[src/rtl/grid_ctl.sv]
// grid_ctl: sequencing controller for the 12x12 two-bit grid status memory.
// Owns the memory's single read/write port. It sweeps the grid to EMPTY after
// reset or on request, and serves shot and place requests as 4-cycle
// read-modify-write sequences. It also tracks the number of unhit ship cells.
// All outputs are registered from next-state values, so they line up with the
// state they belong to (RD drives the read address, WR drives the write and ack).
module grid_ctl #(
  parameter int unsigned GRID_ROWS    = 12,
  parameter int unsigned GRID_COLUMNS = 12
) (
  input  logic       clk,
  input  logic       rst,
  input  logic       clear_req,
  input  logic       shot_req,
  input  logic [7:0] shot_addr,
  output logic       shot_ack,
  output logic [1:0] shot_result,
  output logic       shot_repeat,
  input  logic       place_req,
  input  logic [7:0] place_addr,
  output logic       place_ack,
  output logic       place_ok,
  output logic [7:0] mem_addr,
  output logic       mem_we,
  output logic [1:0] mem_wdata,
  input  logic [1:0] mem_rdata,
  output logic [7:0] ships_left,
  output logic       fleet_sunk,
  output logic       busy
);

  localparam logic [1:0] CELL_EMPTY  = 2'b00;
  localparam logic [1:0] CELL_MYSHIP = 2'b01;
  localparam logic [1:0] CELL_MISS   = 2'b10;
  localparam logic [1:0] CELL_HIT    = 2'b11;

  localparam logic [4:0] ROW_LIM   = 5'(GRID_ROWS);
  localparam logic [4:0] COL_LIM   = 5'(GRID_COLUMNS);
  localparam logic [7:0] MAX_SHIPS = 8'(GRID_ROWS * GRID_COLUMNS);
  localparam logic [7:0] LAST_ADDR = 8'hFF;

  typedef enum logic [2:0] {
    CLEAR = 3'd0,
    IDLE  = 3'd1,
    RD    = 3'd2,
    EVAL  = 3'd3,
    WR    = 3'd4
  } state_t;

  state_t     state, state_n;
  logic [7:0] clr_cnt, clr_cnt_n;
  logic       op_shot, op_shot_n;
  logic [7:0] op_addr, op_addr_n;

  logic       shot_ack_n, shot_repeat_n, place_ack_n, place_ok_n;
  logic [1:0] shot_result_n, mem_wdata_n;
  logic [7:0] mem_addr_n, ships_left_n;
  logic       mem_we_n, fleet_sunk_n;
  logic       in_range;

  // Latched address lies inside the GRID_COLUMNS x GRID_ROWS grid
  always_comb begin
    in_range = ({1'b0, op_addr[7:4]} < COL_LIM) && ({1'b0, op_addr[3:0]} < ROW_LIM);
  end

  // Next-state and next-output logic
  always_comb begin
    state_n       = state;
    clr_cnt_n     = clr_cnt;
    op_shot_n     = op_shot;
    op_addr_n     = op_addr;
    mem_addr_n    = mem_addr;
    mem_we_n      = 1'b0;
    mem_wdata_n   = CELL_EMPTY;
    shot_ack_n    = 1'b0;
    shot_result_n = shot_result;
    shot_repeat_n = shot_repeat;
    place_ack_n   = 1'b0;
    place_ok_n    = place_ok;
    ships_left_n  = ships_left;
    fleet_sunk_n  = 1'b0;

    unique case (state)
      CLEAR: begin
        ships_left_n = 8'd0;
        // clr_cnt is the next address to write; stop once 0xFF has been written
        if (mem_we && (mem_addr == LAST_ADDR)) begin
          state_n = IDLE;
        end else begin
          mem_addr_n = clr_cnt;
          mem_we_n   = 1'b1;
          clr_cnt_n  = clr_cnt + 8'd1;
        end
      end

      IDLE: begin
        if (clear_req) begin
          state_n      = CLEAR;
          mem_addr_n   = 8'd0;
          mem_we_n     = 1'b1;
          clr_cnt_n    = 8'd1;
          ships_left_n = 8'd0;
        end else if (shot_req) begin
          state_n    = RD;
          op_shot_n  = 1'b1;
          op_addr_n  = shot_addr;
          mem_addr_n = shot_addr;
        end else if (place_req) begin
          state_n    = RD;
          op_shot_n  = 1'b0;
          op_addr_n  = place_addr;
          mem_addr_n = place_addr;
        end
      end

      RD: begin
        state_n = EVAL;
      end

      EVAL: begin
        state_n = WR;
        if (op_shot) begin
          shot_ack_n = 1'b1;
          if (!in_range) begin
            shot_result_n = CELL_MISS;
            shot_repeat_n = 1'b1;
          end else begin
            unique case (mem_rdata)
              CELL_EMPTY: begin
                mem_we_n      = 1'b1;
                mem_wdata_n   = CELL_MISS;
                shot_result_n = CELL_MISS;
                shot_repeat_n = 1'b0;
              end
              CELL_MYSHIP: begin
                mem_we_n      = 1'b1;
                mem_wdata_n   = CELL_HIT;
                shot_result_n = CELL_HIT;
                shot_repeat_n = 1'b0;
                if (ships_left != 8'd0) begin
                  ships_left_n = ships_left - 8'd1;
                end
                fleet_sunk_n = (ships_left == 8'd1);
              end
              default: begin
                shot_result_n = mem_rdata;
                shot_repeat_n = 1'b1;
              end
            endcase
          end
        end else begin
          place_ack_n = 1'b1;
          if (in_range && (mem_rdata == CELL_EMPTY)) begin
            mem_we_n    = 1'b1;
            mem_wdata_n = CELL_MYSHIP;
            place_ok_n  = 1'b1;
            if (ships_left < MAX_SHIPS) begin
              ships_left_n = ships_left + 8'd1;
            end
          end else begin
            place_ok_n = 1'b0;
          end
        end
      end

      WR: begin
        state_n = IDLE;
      end

      default: begin
        state_n = CLEAR;
      end
    endcase
  end

  // State, latched request and output registers
  always_ff @(posedge clk) begin
    if (rst) begin
      state       <= CLEAR;
      clr_cnt     <= 8'd0;
      op_shot     <= 1'b0;
      op_addr     <= 8'd0;
      mem_addr    <= 8'd0;
      mem_we      <= 1'b0;
      mem_wdata   <= 2'b00;
      shot_ack    <= 1'b0;
      shot_result <= 2'b00;
      shot_repeat <= 1'b0;
      place_ack   <= 1'b0;
      place_ok    <= 1'b0;
      ships_left  <= 8'd0;
      fleet_sunk  <= 1'b0;
      busy        <= 1'b1;
    end else begin
      state       <= state_n;
      clr_cnt     <= clr_cnt_n;
      op_shot     <= op_shot_n;
      op_addr     <= op_addr_n;
      mem_addr    <= mem_addr_n;
      mem_we      <= mem_we_n;
      mem_wdata   <= mem_wdata_n;
      shot_ack    <= shot_ack_n;
      shot_result <= shot_result_n;
      shot_repeat <= shot_repeat_n;
      place_ack   <= place_ack_n;
      place_ok    <= place_ok_n;
      ships_left  <= ships_left_n;
      fleet_sunk  <= fleet_sunk_n;
      busy        <= (state_n != IDLE);
    end
  end

endmodule

[config.mk]
export PLATFORM = sky130hd
export DESIGN_NAME = grid_ctl
export DESIGN_NICKNAME = d
export VERILOG_FILES = /design/src/rtl/grid_ctl.sv
export SDC_FILE = /design/constraint.sdc
export NUM_CORES = 1
export LEC_CHECK = 0
export ABC_CLOCK_PERIOD_IN_PS = 2600
export BUFFER_PORTS_ARGS = -buffer_cell sky130_fd_sc_hd__buf_2
export CORE_ASPECT_RATIO = 1.1
export CORE_MARGIN = 2
export CORE_UTILIZATION = 30
export CTS_CLUSTER_SIZE = 30
export DETAILED_ROUTE_END_ITERATION = 12
export GPL_ROUTABILITY_DRIVEN = 0
export GPL_TIMING_DRIVEN = 0
export SETUP_SLACK_MARGIN = 0.05
export SLEW_MARGIN = 20
export SYNTH_ARGS = -nofsm -noshare
export SYNTH_HDL_FRONTEND = slang
export SYNTH_SLANG_ARGS = --single-unit
[constraint.sdc]
create_clock -name clk -period 2.6 [get_ports clk]
set_input_delay 0.52 -clock clk [delete_from_list [all_inputs] [get_ports clk]]
set_output_delay 0.52 -clock clk [all_outputs]
set_load 0.03 [all_outputs]
==> results of run 1 <==
-- path summary, 6_finish.rpt --
kind | from | to | slack [ps] | depth (start not counted)
worst max-delay path | ships_left[0] | ships_left[7] | 510 | 8
worst min-delay path | shot_result[0] | shot_result[0] | 460 | 2
worst max register to register | ships_left[0] | ships_left[7] | 510 | 8
worst min register to register | shot_result[0] | shot_result[0] | 460 | 2
-- cell families after synthesis --
| family | count (synthesis) | share of synthesized area [%] |
|---|---|---|
| and+or+nand+nor | 109 | 27.65 |
| adders and majority gates | 5 | 2.874 |
| DFF | 43 | 39.54 |
| buffers and inverters | 21 | 4.310 |
| xor gates and xnor gates | 8 | 3.219 |
| AOI/OAI and AO/OA | 56 | 17.82 |
| muxes | 10 | 4.598 |
-- synth_stat cells, drive strengths merged, types with 3 or more instances --
| master | n | area share [%] |
|---|---|---|
| buf | 8 | 2.1 |
| mux2i | 10 | 4.6 |
| nor3 | 15 | 3.7 |
| nor3b | 3 | 1.5 |
| xnor2 | 6 | 2.4 |
| or4 | 8 | 2.8 |
| nor4 | 7 | 2.7 |
| nor2 | 34 | 5.9 |
| dfxtp | 43 | 40 |
| o31ai | 8 | 3.0 |
| nand2b | 5 | 1.4 |
| clkbuf | 7 | 1.2 |
| nand3 | 5 | 1.1 |
| or3b | 3 | 1.2 |
| ha | 5 | 2.9 |
| inv | 6 | 1.0 |
| a211oi | 14 | 4.8 |
| and3 | 3 | 0.86 |
| o21ai | 4 | 0.92 |
| nand2 | 14 | 2.4 |
| a21oi | 19 | 4.4 |
-- flip-flops by register name, indices dropped and copies added (netlist names) --
name         count
busy             1
clr_cnt          8
fleet_sunk       1
mem_addr         8
mem_wdata        2
mem_we           1
op_addr          4
op_shot          1
place_ack        1
place_ok         1
ships_left       8
shot_ack         1
shot_repeat      1
shot_result      2
state            3
-- metrics by stage --
step	area [um^2]	hold slack, ps	std cells
after floorplan	2177	484.7	252
after global placement	2524	453.0	385
after detailed placement	2524	454.9	385
after CTS	2636	465.9	393
after global routing	2636	498.7	393
final	2636	464.9	393
-- layer usage --
layer	routed length, um	vias up	share of wire, %
met3	265	2	4.9
met2	2624	48	49
li1	-	1035	-
met1	2479	927	46
met4	36	0	0.67
met5	0	-	0
-- final cells by class --
class | instances | area (um^2)
fill | 726 | 4370
tap | 85 | 106.4
sequential | 43 | 860.8
clock inverter | 3 | 43.79
buffer | 15 | 71.32
multi-input combinational | 188 | 1222
clock buffer | 5 | 68.82
timing repair buffer | 48 | 240.2
inverter | 6 | 22.52
-- worst max-delay path: stages, from the launching register on --
cell and delay [ps]:
sky130_fd_sc_hd__dfxtp_1 470, sky130_fd_sc_hd__inv_1 100, sky130_fd_sc_hd__ha_1 210, sky130_fd_sc_hd__nand2b_1 60
sky130_fd_sc_hd__nor4_1 50, sky130_fd_sc_hd__o31a_1 360, sky130_fd_sc_hd__buf_2 220, sky130_fd_sc_hd__or4_1 410
sky130_fd_sc_hd__a21oi_1 150
-- power breakdown --
| group | leakage [nW] | internal, mW | switching (mW) |
|---|---|---|---|
| Sequential | 0.348 | 0.666 | 0.00786 |
| Combinational | 0.655 | 0.0340 | 0.0479 |
| Clock | 0.0581 | 0.286 | 0.238 |
==> results_dict.tcl, run 1 <==
set metrics [dict create \
    gr-usage-met2_pct 23.05 \
    cts-hold-fix-buffers 0 \
    worst_ep_required_time_ps 2830 \
    initial_utilization_pct 31.07 \
    vdd_drop_max_mv 0.2373 \
    global_route.usage.total_pct 13.97 \
    ant_diodes 0 \
    max_freq_mhz 477.9 \
    period_needed_ps 2092 \
    postLayoutCoreUtil_pct 37.63 \
    critical_path_arrival_ps 2320 \
    fp.dieArea_um2 7955 \
    setup.worst_path.start_class "flop" \
    slew_headroom_pct 51.20 \
    post_cts_resize_count 0 \
    grt_pass1_vias 1868 \
    use_met1_pct 18.69 \
    pin_count_of_the_biggest_net_entering_global_routing 15 \
    grt_overflow_total 0 \
    globalRoute.busiestLayer "met2" \
    worst_clock_skew_ps 12.52 \
    postSynthCellCount 252 \
    grt_pass1_wl_um 9073 \
    post-route-worst-setup-slack_ps 507.5 \
    drt_drc_violations_left 0 \
    postSynthNetCount 280 \
    finalWirelength_um 5405 \
    global_route.usage.met3_pct 2.736 \
    ys_seq_area_share_pct 39.54 \
    leakagePower_nw 1.061 \
    layout_common_cells "sky130_fd_sc_hd__buf_2, sky130_fd_sc_hd__dfxtp_1, sky130_fd_sc_hd__nor2_1, sky130_fd_sc_hd__a21oi_1" \
    critPathCaptureType "flop" \
    async_flop_share_pct 0 \
    die_h_um 93.35 \
    worst_slew_pin_slew_ps 732.0 \
    numCtsBuffers 5 \
    worst_setup_hold_path_clk_slew_ps 90 \
    cts_tree "done" \
    cell_variety_after_synth 47 \
    drv.max_cap_violation_count 0 \
    cts_post_setup_buffers_inserted 0 \
    worstSetupPathType "flop to flop" \
    insertion_delay_ps 300 \
    drt-vias-per-instance 5.120 \
    synth_enable_flop_cells 0 \
    clock_sinks 43 \
    finalSetupViolations 0 \
    rows 32 \
    rsz0062_at_grt "false" \
    vias 2012 \
    p_total_mw 1.280 \
    setup_total_negative_slack_ps 0 \
    core_area_um2 7007 \
    io_buffers 48 \
    antenna_found_initial 0 \
    slew_violations 0 \
    die_outline_width_um 85.23 \
    hpwl_after_detailed_placement_um 4043 \
    area_growth_pct 21.09 \
    fraction_of_final_layout_cells_sized_beyond_drive_strength_1_pct 23.05 \
    critical_path_peak_fanout 10 \
    status "finished, final reports clean" \
    hold_path_class "flop to flop" \
    postSynthAreaPerCell_um2 8.639 \
    period_share_pct 80.48 \
    drtAntennaViolNets 0 \
    finalHoldViolations 0 \
    yosys_warnings 0 \
    drtPass1Iterations 4 \
    ys_dominant_reg_cell "sky130_fd_sc_hd__dfxtp_1" \
    htree_num_levels 2 \
    io_pins 50 \
    clk_root_buffer_cell "sky130_fd_sc_hd__clkbuf_8" \
    synth.ff_latch_count 43 \
    post_drt_wl_per_cell_um 13.75 \
    mostFrequentLayoutCell "sky130_fd_sc_hd__buf_2" \
    p_per_area_nw_per_um2 485.5 \
    cts-root-to-sink-buffers 2 \
    mappedNetlistArea_um2 2177 \
    num-nets-final 335 \
    place_ws_ps 446.0 \
    initialDrtViolationCount 88 \
]
Power figures use the tool's default switching activity.
==> inputs of run 2 (changes only) <==
--- a/config.mk
+++ b/config.mk
@@ -5,7 +5,8 @@
 export SDC_FILE = /design/constraint.sdc
 export NUM_CORES = 1
 export LEC_CHECK = 0
-export ABC_CLOCK_PERIOD_IN_PS = 2600
+export ABC_AREA = 1
+export ABC_CLOCK_PERIOD_IN_PS = 1900
 export BUFFER_PORTS_ARGS = -buffer_cell sky130_fd_sc_hd__buf_2
 export CORE_ASPECT_RATIO = 1.1
 export CORE_MARGIN = 2
==> constraint.sdc (replaced) <==
create_clock -name clk -period 1.9 [get_ports clk]
set_input_delay 0.38 -clock clk [delete_from_list [all_inputs] [get_ports clk]]
set_output_delay 0.38 -clock clk [all_outputs]
set_load 0.03 [all_outputs]
==> run 2 against run 1 <==
Compared with the run above:
- die area increased by 9.5%
- largest power group unchanged
- via count increased by 24%
- first-iteration DRC count increased by 26%
- hold slack got worse by 79 ps
- fmax increased by 25%
==> results_dict.tcl, run 2 <==
set metrics [dict create \
    status "finished, final reports clean" \
    wirelength_met1_um 2918 \
    critPathMostFrequentCell "sky130_fd_sc_hd__nand2_1" \
    rows 34 \
    postSynthCellCount 375 \
    num-nets-final 459 \
    numCtsBuffers 5 \
    finalHoldViolations 0 \
    rsz0062_at_grt "false" \
    cts_post_setup_buffers_inserted 0 \
    critical_path_peak_fanout 5 \
    r2r_start "state[2]" \
    synth_enable_flop_cells 0 \
    maxUsedRoutingLayer "met4" \
    p_per_area_nw_per_um2 615.7 \
    cp_slowest_stage_delay_ps 440 \
    worst_clock_skew_ps 9.798 \
    p_switching_mw 0.4224 \
    drtPass1Iterations 5 \
    area_growth_pct 20.79 \
    top_regs "clr_cnt (8), mem_addr (8), ships_left (8)" \
    clock_sinks 43 \
    worst_setup_hold_path_clk_slew_ps 80 \
    die_h_um 97.71 \
    drtAntennaViolNets 0 \
    ys_dominant_reg_cell "sky130_fd_sc_hd__dfxtp_1" \
    global_route.usage.total_pct 14.65 \
    worst_r2r_endpoint "ships_left[0]" \
    power_frac_comb_pct 7.5 \
    power.share.clock_pct 40.2 \
    leakagePower_nw 1.384 \
    yosys-top-cells-count "sky130_fd_sc_hd__nand2_1, sky130_fd_sc_hd__nor2_1, sky130_fd_sc_hd__dfxtp_1" \
    vias 2493 \
    mostFrequentLayoutCell "sky130_fd_sc_hd__nand2_1" \
    mappedNetlistArea_um2 2395 \
    postLayoutCoreUtil_pct 36.96 \
    layout_common_cells "sky130_fd_sc_hd__nand2_1, sky130_fd_sc_hd__nor2_1, sky130_fd_sc_hd__buf_2, sky130_fd_sc_hd__dfxtp_1, sky130_fd_sc_hd__inv_1" \
    post_dp_cell_area_um2 2775 \
    pin_count_of_the_biggest_net_entering_global_routing 15 \
    worstSetupPathType "flop to flop" \
    max_freq_mhz 599.0 \
    period_share_pct 87.87 \
    async_flop_share_pct 0 \
    synth.top_cells.by_area "sky130_fd_sc_hd__dfxtp_1, sky130_fd_sc_hd__nand2_1, sky130_fd_sc_hd__nor2_1" \
    routed-wl-met2_um 2888 \
    vdd_drop_max_mv 0.2496 \
    numPlacedInstances 532 \
    clk_root_buffer_cell "sky130_fd_sc_hd__clkbuf_8" \
    hold_path_class "primary input to flop" \
    hold_end "shot_result[0]" \
    drt_drc_violations_left 0 \
    finalSetupViolations 0 \
    reg2regPathDepth 9 \
    internal-power_mw 1.359 \
    cell_variety_after_synth 31 \
    core_area_um2 7828 \
    worst_path_cell_chain "inv_2 > nand2_1 > nor2_2 > nand2_1 > nand2_1 > nor2_1 > nand3_1 > a21oi_1 > nor2_1" \
    fraction_of_final_layout_cells_sized_beyond_drive_strength_1_pct 18.52 \
    worst_path_max_delay_cell "sky130_fd_sc_hd__dfxtp_1" \
    final_design_area_no_fill_um2 2893 \
    htree_num_levels 2 \
    critPathCaptureType "flop" \
    grt_pass1_wl_um 10200 \
    postSynthAreaPerCell_um2 6.386 \
    critical_path_arrival_ps 1860 \
    die_outline_width_um 89.19 \
    grt_pass1_vias 2236 \
    postSynthNetCount 403 \
    initial_utilization_pct 30.59 \
    hold_start "mem_rdata[0]" \
    slew_violations 0 \
    io_pins 50 \
    synth.largest_area_cell "sky130_fd_sc_hd__dfxtp_1" \
    worst-r2r-setup-slack_ps 230 \
    cts-root-to-sink-buffers 2 \
    post_drt_wl_per_cell_um 11.51 \
    switching_share_pct 23.71 \
    finish.cell_count_without_fillers 540 \
    power_frac_seq_pct 52.2 \
    initialDrtViolationCount 111 \
    critical_path.top_delay_family "simple AND/OR/NAND/NOR gates" \
    drv.max_cap_violation_count 0 \
    ant_diodes 0 \
    worst_ep_required_time_ps 2090 \
    synth.ff_latch_count 43 \
    worst_slew_pin_slew_ps 582.3 \
    setup.worst_path.start_class "flop" \
    antenna_found_initial 0 \
    synthMostInstantiatedCell "sky130_fd_sc_hd__nand2_1" \
    yosys_warnings 0 \
    cp.buffers_inverters 1 \
    period_needed_ps 1669 \
    setup_total_negative_slack_ps 0 \
    place_ws_ps 133.6 \
    grt_overflow_total 0 \
    fp.dieArea_um2 8714 \
    synth_top_cell_area_share_pct 35.95 \
    hold_path_depth 3 \
    finalWirelength_um 6214 \
    met3_wirelength_um 310 \
    drt-vias-per-instance 4.617 \
    slew_headroom_pct 61.18 \
    cts_tree "done" \
    insertion_delay_ps 300 \
    ys_seq_area_share_pct 35.95 \
    hpwl_after_detailed_placement_um 4744 \
    io_buffers 49 \
    post-route-worst-setup-slack_ps 230.6 \
]
==> run 2: cell count changes after synthesis, moves of 8 or more <==
cell	change
sky130_fd_sc_hd__nand2_1	+99
sky130_fd_sc_hd__nor2_1	+31
sky130_fd_sc_hd__inv_1	+23
sky130_fd_sc_hd__nand3_1	+20
sky130_fd_sc_hd__o21ai_0	+15
sky130_fd_sc_hd__a211oi_1	-14
sky130_fd_sc_hd__nor3_1	-13
sky130_fd_sc_hd__mux2i_1	-10
sky130_fd_sc_hd__a21oi_1	+9
sky130_fd_sc_hd__or4_1	-8
==> run 2: worst max-delay path by stage <==
| stage | from | to | slack, ps | cells past startpoint |
|---|---|---|---|---|
| floorplan | ships_left[0] | ships_left[6] | 230 | 11 |
| global placement | shot_req | busy | 120 | 6 |
| detailed placement | shot_req | busy | 130 | 6 |
| CTS | state[2] | ships_left[3] | 140 | 9 |
| global route | ships_left[0] | ships_left[7] | 90 | 11 |
| finish | state[2] | ships_left[0] | 230 | 9 |
==> run 2: per-layer routing <==
metal / vias to the layer above / global-route usage, %
li1: 1308 / -
met1: 1110 / 19.42
met2: 66 / 23.48
met3: 9 / 3.059
met4: 0 / 4.822
met5: - / 0
==> run 2: power by group through the flow <==
stage                     clock (mW)  combinational, mW  sequential [mW]
after floorplan                    0             0.0677            0.963
after global placement             0              0.132            0.951
after detailed placement           0              0.134            0.951
after CTS                      0.747              0.135            0.930
after global routing           0.777              0.154            0.933
final                          0.717              0.134            0.930
==> run 2: tightest hold or removal path, cell delays in order <==
cell	delay, ps
sky130_fd_sc_hd__buf_2	120
sky130_fd_sc_hd__nand4_1	80
sky130_fd_sc_hd__a21oi_1	50
==> run 2: per-stage QoR <==
step / power, mW / hold WS [ps]
6_report: 1.781 / 385.5
3_3_place_gp: 1.083 / 449.8
2_1_floorplan: 1.030 / 454.9
5_1_grt: 1.865 / 415.1
4_1_cts: 1.812 / 375.1
3_5_place_dp: 1.085 / 455.1
==> run 2: what timing repair did <==
| item | CTS | global route |
|---|---|---|
| endpoints found under the setup margin | 0 | 5 |
| hold buffers | 0 | 0 |
| gates resized for setup | 0 | 2 |
==> run 2: kinds of logic (layout without fill, tap and decap cells) <==
group,after synthesis,after routing,share of synthesized area [%]
adders and majority gates,5,5,2.612
and+or+nand+nor,224,224,39.71
buffers and inverters,43,100,7.523
xor gates and xnor gates,5,5,1.829
AOI/OAI and AO/OA,55,55,12.38
DFF,43,43,35.95
==> run 2: area by class of cell <==
class,instances,area [um^2]
multi-input cells,289,1359
flip-flops and latches,43,860.8
plain buffers,11,60.06
clock buffers,5,68.82
repair buffers,49,245.2
inverters,32,120.1
well taps,108,135.1
clock inverters,3,43.79
fillers,866,4935
==> inputs of run 3 (changes only) <==
--- a/config.mk
+++ b/config.mk
@@ -7,7 +7,7 @@
 export LEC_CHECK = 0
 export ABC_AREA = 1
 export ABC_CLOCK_PERIOD_IN_PS = 1900
-export BUFFER_PORTS_ARGS = -buffer_cell sky130_fd_sc_hd__buf_2
+export BUFFER_PORTS_ARGS = -buffer_cell sky130_fd_sc_hd__buf_4
 export CORE_ASPECT_RATIO = 1.1
 export CORE_MARGIN = 2
 export CORE_UTILIZATION = 30
==> run 3 against run 2 <==
Compared with the run above:
- sequential power is essentially flat
- critical endpoint unchanged
- flip-flop and latch count is the same
- highest routed layer unchanged
- fmax grew 1.4%
- first-iteration DRC count grew 9.0%
==> results_dict.tcl, run 3 (synthesis results as in run 2) <==
set metrics [dict create \
    status "finished, final reports clean" \
    r2r_start "state[2]" \
    postLayoutCoreUtil_pct 38.40 \
    rows 34 \
    power_frac_comb_pct 8.5 \
    p_per_area_nw_per_um2 590.9 \
    crit_cells 9 \
    fraction_of_final_layout_cells_sized_beyond_drive_strength_1_pct 18.10 \
    htree_num_levels 2 \
    drv.max_cap_violation_count 0 \
    post_cts_resize_count 0 \
    leakagePower_nw 1.396 \
    slew_headroom_pct 61.96 \
    hpwl_after_detailed_placement_um 4864 \
    finalWirelength_um 6391 \
    top_regs "clr_cnt (8), mem_addr (8), ships_left (8)" \
    critical_path.top_delay_family "simple AND/OR/NAND/NOR gates" \
    cp_slowest_stage_delay_ps 450 \
    power.share.clock_pct 39.1 \
    critical_path_peak_fanout 5 \
    clock_sinks 43 \
    whs_ps 378.5 \
    hold_path_depth 3 \
    hold_start "mem_rdata[0]" \
    numCtsBuffers 5 \
    worst_r2r_endpoint "ships_left[0]" \
    grt_pass1_wl_um 10760 \
    insertion_delay_ps 300 \
    mostFrequentLayoutCell "sky130_fd_sc_hd__nand2_1" \
    core_area_um2 7828 \
    reg2regPathDepth 9 \
    switching_share_pct 22.92 \
    drtPass1Iterations 4 \
    drtAntennaViolNets 0 \
    die_outline_width_um 89.19 \
    hold_path_class "primary input to flop" \
    worst_clock_skew_ps 4.754 \
    area_growth_pct 25.50 \
    critPathMostFrequentCell "sky130_fd_sc_hd__nand2_1" \
    hold_end "shot_result[0]" \
    ant_diodes 0 \
    vias 2460 \
    cts_tree "done" \
    pin_count_of_the_biggest_net_entering_global_routing 13 \
    worst-r2r-setup-slack_ps 250 \
    critPathCaptureType "flop" \
    critical_path_arrival_ps 1840 \
    post-route-worst-setup-slack_ps 254.2 \
    drt-vias-per-instance 4.564 \
    slew_violations 0 \
    setup.worst_path.start_class "flop" \
    setup_total_negative_slack_ps 0 \
    io_buffers 49 \
    layout_common_cells "sky130_fd_sc_hd__nand2_1, sky130_fd_sc_hd__nor2_1, sky130_fd_sc_hd__buf_4, sky130_fd_sc_hd__dfxtp_1, sky130_fd_sc_hd__inv_1" \
    vdd_drop_max_mv 0.2871 \
    io_pins 50 \
    die_h_um 97.71 \
    fp.dieArea_um2 8714 \
    internal-power_mw 1.369 \
    final_design_area_no_fill_um2 3005 \
    worst_slew_pin_slew_ps 570.6 \
    worst_ep_required_time_ps 2090 \
    rsz0062_at_grt "false" \
    post_dp_cell_area_um2 2898 \
    global_route.usage.total_pct 15.37 \
    place_ws_ps 108.2 \
    worst_setup_hold_path_clk_slew_ps 80 \
    initial_utilization_pct 30.59 \
    grt_pass1_vias 2311 \
    period_share_pct 86.62 \
    cp.buffers_inverters 1 \
    finalSetupViolations 0 \
    num-nets-final 459 \
    power_frac_seq_pct 52.4 \
    initialDrtViolationCount 121 \
    cts-root-to-sink-buffers 2 \
    p_switching_mw 0.4070 \
    worst_path_max_delay_cell "sky130_fd_sc_hd__dfxtp_1" \
    post_drt_wl_per_cell_um 11.86 \
    worstSetupPathType "flop to flop" \
    cts-hold-fix-buffers 0 \
    antenna_found_initial 0 \
    grt_overflow_total 0 \
    worst_path_cell_chain "inv_2 > nand2_1 > nor2_2 > nand2_1 > nand2_1 > nor2_1 > nand3_1 > a21oi_1 > nor2_1" \
    clk_root_buffer_cell "sky130_fd_sc_hd__clkbuf_8" \
    finalHoldViolations 0 \
    drt_drc_violations_left 0 \
    period_needed_ps 1646 \
    max_freq_mhz 607.6 \
    cts_post_setup_buffers_inserted 0 \
]
run 3: cell types whose count changed in the layout (fill, tap and decap cells not counted):
cell / delta
sky130_fd_sc_hd__buf_2: -49
sky130_fd_sc_hd__buf_4: +49
sky130_fd_sc_hd__clkbuf_1: +1
sky130_fd_sc_hd__clkinv_2: -1
sky130_fd_sc_hd__clkinv_4: -1
run 3: worst max-delay path by stage:
| stage | start | endpoint |
|---|---|---|
| final | state[2] | ships_left[0] |
| after global routing | state[2] | ships_left[0] |
| after CTS | state[2] | ships_left[3] |
| after detailed placement | shot_req | busy |
| after global placement | shot_req | busy |
| after floorplan | ships_left[0] | ships_left[6] |
run 3: layout make-up:
class,count,area (um^2)
inverter,32,120.1
sequential,43,860.8
clock inverter,1,30.03
fill,897,4822
clock buffer,6,72.57
timing repair buffer,49,367.9
buffer,11,60.06
multi-input combinational,289,1359
tap,108,135.1
run 3: routing by layer:
metal | track usage, % | share of wire (%) | up-vias
li1 | - | - | 1306
met1 | 19.79 | 46 | 1082
met2 | 25.01 | 48 | 64
met3 | 3.653 | 5.1 | 8
met4 | 4.937 | 1.3 | 0
met5 | 0 | 0 | -
run 3: per-stage QoR:
step           std cells  total power, mW
6_report             539            1.776
5_1_grt              539            1.854
4_1_cts              539            1.792
3_3_place_gp         532            1.101
2_1_floorplan        375            1.030
3_5_place_dp         532            1.103
run 3: worst register-to-register path, cell delays in order (launching register included):
cell                      delay (ps)
sky130_fd_sc_hd__dfxtp_1         450
sky130_fd_sc_hd__inv_2           110
sky130_fd_sc_hd__nand2_1          90
sky130_fd_sc_hd__nor2_2           60
sky130_fd_sc_hd__nand2_1         200
sky130_fd_sc_hd__nand2_1         100
sky130_fd_sc_hd__nor2_1          100
sky130_fd_sc_hd__nand3_1         190
sky130_fd_sc_hd__a21oi_1         180
sky130_fd_sc_hd__nor2_1           60
run 3: power by group through the flow:
stage / Sequential [mW] / Combinational (mW) / Clock (mW)
5_1_grt: 0.934 / 0.174 / 0.747
2_1_floorplan: 0.963 / 0.0677 / 0
3_3_place_gp: 0.951 / 0.149 / 0
3_5_place_dp: 0.953 / 0.150 / 0
4_1_cts: 0.931 / 0.151 / 0.711
6_report: 0.931 / 0.150 / 0.694
